### config.mk
export PLATFORM = sky130hd
export DESIGN_NAME = matmul_display_sequencer
export DESIGN_NICKNAME = d
export VERILOG_FILES = /design/src/rtl/matmul_pkg.sv /design/src/rtl/rise_detect.sv /design/src/rtl/matmul_display_sequencer.sv
export SDC_FILE = /design/constraint.sdc
export NUM_CORES = 1
export LEC_CHECK = 0
export BUFFER_PORTS_ARGS = -buffer_cell sky130_fd_sc_hd__buf_2
export CORE_AREA = 2 2 450 452
export DETAILED_ROUTE_END_ITERATION = 10
export DIE_AREA = 0 0 452 454
export PLACE_DENSITY = 0.46
export SLEW_MARGIN = 15
export SYNTH_ARGS = -nofsm -noshare
export SYNTH_HDL_FRONTEND = slang
export SYNTH_SLANG_ARGS = --single-unit
export TNS_END_PERCENT = 100
### constraint.sdc
create_clock -name clk -period 1.9 [get_ports clk]
set_clock_uncertainty 0.05 [all_clocks]
set_input_delay 0.19 -clock clk [delete_from_list [all_inputs] [get_ports clk]]
set_output_delay 0.19 -clock clk [all_outputs]
set_load 0.005 [all_outputs]
### src/rtl/matmul_pkg.sv
// Shared types and sizing helpers for the matmul display sequencer.
package matmul_pkg;

  typedef enum logic [2:0] {
    ST_IDLE        = 3'd0,
    ST_CAPTURE     = 3'd1,
    ST_START       = 3'd2,
    ST_WAIT_DONE   = 3'd3,
    ST_WAIT_VBLANK = 3'd4,
    ST_COMMIT      = 3'd5
  } seq_state_e;

  localparam int DEF_N       = 3;
  localparam int DEF_WIDTH   = 16;
  localparam int DEF_TIMEOUT = 1024;
  localparam int MAT_W       = DEF_N * DEF_N * DEF_WIDTH;

  // Counter width able to hold 0 .. limit-1, never narrower than one bit.
  function automatic int timer_width(input int limit);
    if (limit > 1) begin
      return $clog2(limit);
    end else begin
      return 1;
    end
  endfunction

  localparam int TIMER_W = timer_width(DEF_TIMEOUT);

endpackage

### src/rtl/rise_detect.sv
// Registered rising-edge detector: pulses for the cycle where d is 1 and its
// previous-cycle copy was 0.
module rise_detect (
  input  logic clk,
  input  logic reset,
  input  logic d,
  output logic rise
);

  logic d_r;

  // One-cycle history of the monitored input.
  always_ff @(posedge clk or negedge reset) begin
    if (!reset) begin
      d_r <= 1'b0;
    end else begin
      d_r <= d;
    end
  end

  assign rise = d & ~d_r;

endmodule

### src/rtl/matmul_display_sequencer.sv
// Run controller between the matrix source, the Cannon engine and the digit
// display; snapshots are only committed during vertical blanking.
module matmul_display_sequencer
  import matmul_pkg::*;
#(
  parameter int N            = DEF_N,
  parameter int WIDTH        = DEF_WIDTH,
  parameter int START_CYCLES = 17,
  parameter int TIMEOUT      = DEF_TIMEOUT,
  parameter int AUTO_RERUN   = 0
) (
  input  logic                   clk,
  input  logic                   reset,
  input  logic                   run_req,
  input  logic                   read_ready,
  input  logic [N*N*WIDTH-1:0]   mat_a_in,
  input  logic [N*N*WIDTH-1:0]   mat_b_in,
  input  logic                   vblank,
  output logic                   eng_start,
  output logic                   eng_read_ready,
  output logic [N*N*WIDTH-1:0]   eng_mat_a,
  output logic [N*N*WIDTH-1:0]   eng_mat_b,
  input  logic                   eng_done,
  input  logic [N*N*WIDTH-1:0]   eng_result,
  output logic [N*N*WIDTH-1:0]   disp_a,
  output logic [N*N*WIDTH-1:0]   disp_b,
  output logic [N*N*WIDTH-1:0]   disp_c,
  output logic                   busy,
  output logic                   done,
  output logic                   timeout_err,
  output logic [7:0]             run_count
);

  localparam int MB = N * N * WIDTH;
  localparam int TW = timer_width(TIMEOUT);
  localparam int SW = timer_width(START_CYCLES);
  localparam logic [TW-1:0] TIMER_LAST = TW'(TIMEOUT - 1);
  localparam logic [SW-1:0] START_LAST = SW'(START_CYCLES - 1);
  localparam logic          AUTO_S     = (AUTO_RERUN != 0);

  seq_state_e    state_r, next_state_s;
  logic          pend_r;
  logic [SW-1:0] start_cnt_r;
  logic [TW-1:0] timer_r;
  logic [MB-1:0] c_r;
  logic          done_rise_s;
  logic          launch_s;

  rise_detect u_done_rise (
    .clk   (clk),
    .reset (reset),
    .d     (eng_done),
    .rise  (done_rise_s)
  );

  assign launch_s = (run_req | pend_r | AUTO_S) & read_ready;

  // Next-state decode; a done edge takes priority over the timeout.
  always_comb begin
    next_state_s = state_r;
    case (state_r)
      ST_IDLE: begin
        if (launch_s) next_state_s = ST_CAPTURE;
        else          next_state_s = ST_IDLE;
      end
      ST_CAPTURE: next_state_s = ST_START;
      ST_START: begin
        if (start_cnt_r == START_LAST) next_state_s = ST_WAIT_DONE;
        else                           next_state_s = ST_START;
      end
      ST_WAIT_DONE: begin
        if (done_rise_s)                next_state_s = ST_WAIT_VBLANK;
        else if (timer_r == TIMER_LAST) next_state_s = ST_IDLE;
        else                            next_state_s = ST_WAIT_DONE;
      end
      ST_WAIT_VBLANK: begin
        if (vblank) next_state_s = ST_COMMIT;
        else        next_state_s = ST_WAIT_VBLANK;
      end
      ST_COMMIT: next_state_s = ST_IDLE;
      default:   next_state_s = ST_IDLE;
    endcase
  end

  // State, request latch, counters and handshake outputs.
  always_ff @(posedge clk or negedge reset) begin
    if (!reset) begin
      state_r        <= ST_IDLE;
      pend_r         <= 1'b0;
      start_cnt_r    <= '0;
      timer_r        <= '0;
      eng_start      <= 1'b0;
      eng_read_ready <= 1'b0;
      busy           <= 1'b0;
    end else begin
      state_r <= next_state_s;
      if (next_state_s == ST_CAPTURE) pend_r <= 1'b0;
      else if (run_req)               pend_r <= 1'b1;
      else                            pend_r <= pend_r;
      if (state_r == ST_START) start_cnt_r <= start_cnt_r + SW'(1);
      else                     start_cnt_r <= '0;
      if (state_r == ST_WAIT_DONE) timer_r <= timer_r + TW'(1);
      else                         timer_r <= '0;
      eng_start      <= (next_state_s == ST_START);
      eng_read_ready <= (next_state_s != ST_IDLE);
      busy           <= (next_state_s != ST_IDLE);
    end
  end

  // Operand capture, result latch, display commit and status flags.
  always_ff @(posedge clk or negedge reset) begin
    if (!reset) begin
      eng_mat_a   <= '0;
      eng_mat_b   <= '0;
      c_r         <= '0;
      disp_a      <= '0;
      disp_b      <= '0;
      disp_c      <= '0;
      done        <= 1'b0;
      timeout_err <= 1'b0;
      run_count   <= 8'd0;
    end else begin
      case (state_r)
        ST_CAPTURE: begin
          eng_mat_a   <= mat_a_in;
          eng_mat_b   <= mat_b_in;
          done        <= 1'b0;
          timeout_err <= 1'b0;
        end
        ST_WAIT_DONE: begin
          if (done_rise_s)                c_r         <= eng_result;
          else if (timer_r == TIMER_LAST) timeout_err <= 1'b1;
          else                            c_r         <= c_r;
        end
        ST_COMMIT: begin
          disp_a    <= eng_mat_a;
          disp_b    <= eng_mat_b;
          disp_c    <= c_r;
          done      <= 1'b1;
          run_count <= run_count + 8'd1;
        end
        default: begin
          c_r <= c_r;
        end
      endcase
    end
  end

endmodule

==> results.toml <==
[status]
outcome = "finished clean"

[sta]
rsz0062_at_grt = "false"
slew_viol_final = 0
worstMarginPinSlew_ps = 553
period_share = 0.948
fin_setup_tns_ps = 0
report.final.hold_viol_count = 0
fin_crit_ps = 1800
max_freq_mhz = 555
setup_violations = 0
slew_headroom = 0.630

[worst_setup_path]
slowest_stage = "dfrtp_1"
path_class = "flop to output pin"
critical_path.top_delay_family = "flip-flops"
cp.depth = 1
ff2ff_path_depth = 7
cp.required_ps = 1660
crit_chain = "buf_2"
slowest_delay_ps = 620
path_buf_inv = 1
cp_data_arrival_time_ps = 1560
endpoint_kind = "output pin"
critPathMaxFanout = 4
start_kind = "flop"

[clocking]
clockBufferDepth = 3
clk_pin_slew_ps = 60
cts_buffers = 107
clkLatencyLatePin_ps = 720
clockRootBuffer = "clkbuf_16"
numClockSinks = 896
htree_num_levels = 3
tritoncts = "built"

[power_and_ir_drop]
p_per_area_mw_per_mm2 = 1550
cellLeakagePower_nw = 26.7
power_w = 0.0805
ir_worst_vdd_mv = 0.861

[floorplan]
start_util = 0.168
dieArea_mm2 = 0.205
die_x_um = 452
coreArea_mm2 = 0.201
num_io_pins = 1171
die_y_um = 454
fp-row-count = 165

[logic_synthesis]
synth.distinct_cells = 34
synthFlopType = "dfrtp_1"
yosysSeqAreaShare = 0.665
yosysMostFrequentCell = "nand2_1"
synth_edf_count = 0
async_flop_share = 1.00
synth_common_cells = "nand2_1 (1309), dfrtp_1 (896), mux2_2 (299)"
syn_nets = 3317
mappedNetlistArea_mm2 = 0.0337
syn_inst = 2875
synth-seq-cells = 896
synth_top_cell_area_share = 0.665
yosys.area.top_type = "dfrtp_1"
synth.avg_cell_area_um2 = 11.7
yosysWarnings = 0
synth.area.top_cells = "dfrtp_1 (66%), nand2_1 (15%), mux2_2 (10%), mux2_1 (4.4%), buf_6 (0.90%)"

[final_layout]
design_area_mm2 = 0.0519
fin_nets = 5034
fillers = 21300
drive_gt1_frac = 0.385
final_cells = 7383
area_growth_pct = 53.8

[run]
cap_violations = 0

[placement]
place_congestion = 0.953
post_dp_cell_area_mm2 = 0.0437
io_buffers = 1170
place_inst = 6716
place_hpwl_um = 119000

[global_routing]
grt_pass1_vias = 28300
grt_overflow = 0
grt_max_degree = 79
grt_pass1_wl_um = 210000
track_usage = 0.142
antenna_found_initial = 42

[drt]
drtAntennaViolNets = 0
drc = 0
firstDrtPassIters = 5
num_vias = 27500
drt_iter0_drc = 2011
finalWirelength_um = 151000
wl_per_cell_um = 20.5
vias_per_cell = 3.73

[min_path]
hold_class = "input pin to flop"
min_path_cells = 2
-- area by class of cell --
| cell class | count | area (µm²) | area share |
|---|---|---|---|
| Sequential cell | 896 | 22400 | 0.432 |
| Clock inverter | 46 | 599 | 0.0116 |
| Multi-Input combinational cell | 1825 | 10400 | 0.200 |
| Timing Repair Buffer | 1756 | 11900 | 0.230 |
| Inverter | 6 | 22.5 | 0.000434 |
| Tap cell | 2672 | 3340 | 0.0645 |
| Clock buffer | 151 | 3100 | 0.0598 |
| Antenna cell | 31 | 77.6 | 0.00150 |
-- report_power, final --
part | total [W] | internal, W | switching (W) | leakage (nW)
combinational | 0.0242 | 0.0122 | 0.0120 | 13.5
sequential | 0.0349 | 0.0278 | 0.00711 | 11.4
clock | 0.0214 | 0.0125 | 0.00886 | 1.81
-- timing repair --
item,in CTS,in global routing
endpoints found under the setup margin,0,142
buffers inserted,0,0
hold buffers,439,0
endpoints found under the hold margin,1315,0
gates resized for setup,0,4
-- final timing paths --
kind                                            from                         to  slack [ps]
max                        eng_mat_b[37]$_DFFE_PN0P_              eng_mat_b[37]         100
min reg2reg                     c_r[103]$_DFFE_PN0P_    disp_c[103]$_DFFE_PN0P_         400
max in group asynchronous                      reset  eng_mat_b[51]$_DFFE_PN0P_         480
min in group asynchronous                      reset    disp_c[134]$_DFFE_PN0P_         340
min                                         eng_done  u_done_rise.d_r$_DFF_PN0_         140
max reg2reg                     state_r[0]$_DFF_PN0_    disp_b[131]$_DFFE_PN0P_         120
-- sequential cells by signal (all words and copies together) (netlist names) --
signal           flops
c_r                144
disp_a             144
disp_b             144
disp_c             144
eng_mat_a          144
eng_mat_b          144
timer_r             10
run_count            8
start_cnt_r          5
state_r              3
busy                 1
done                 1
eng_start            1
pend_r               1
timeout_err          1
u_done_rise.d_r      1
-- kinds of logic (layout without fill, tap and decap cells) --
logic type / Yosys count / in the layout / synth area share
and+or+nand+nor: 1358 / 1358 / 0.154
DFF: 896 / 896 / 0.665
muxes: 432 / 432 / 0.144
buffers and inverters: 154 / 1959 / 0.0286
xor gates and xnor gates: 18 / 18 / 0.00467
AOI/OAI and AO/OA: 13 / 13 / 0.00223
adders and majority gates: 4 / 4 / 0.00148
other: 0 / 31 / 0
-- per-stage QoR --
stage	worst slack, ps	utilization	hold slack [ps]
final	98.9	0.258	143
after CTS	36.6	0.258	66.3
after floorplan	274	-	-156
after global placement	65.4	0.217	164
after global routing	14.7	0.258	56.9
after detailed placement	45.0	0.217	156
-- routing by layer --
layer  share of wire  wire (µm)  vias to the layer above  GRT usage
met5          0.0011        166                        -          0
met4           0.030       4600                       24     0.0461
met3           0.072      10800                      256     0.0425
met2            0.48      73200                      907      0.235
met1            0.41      62400                    13600      0.175
li1                -          -                    12700          -
-- worst register-to-register path, cell delays in order (launching register included) --
cell and delay [ps]:
dfrtp_2 470, buf_4 180, nand3b_1 120, buf_12 170, buf_12 200, buf_12 320, nand2_1 140, nand2_1 90
-- cells in the final DEF (no fill, tap or decap), drive strengths merged, types with 4 or more instances in the layout --
master / n
bufinv: 8
diode: 31
xor2: 9
nand3: 10
clkbuf: 151
buf: 1317
o21ai: 5
nor2: 20
ha: 4
inv: 11
xnor2: 9
dlygate4sd3: 439
dfrtp: 896
nand2: 1310
clkinvlp: 6
a21oi: 4
clkinv: 27
mux2: 432
(Power assumes the default switching activity.)
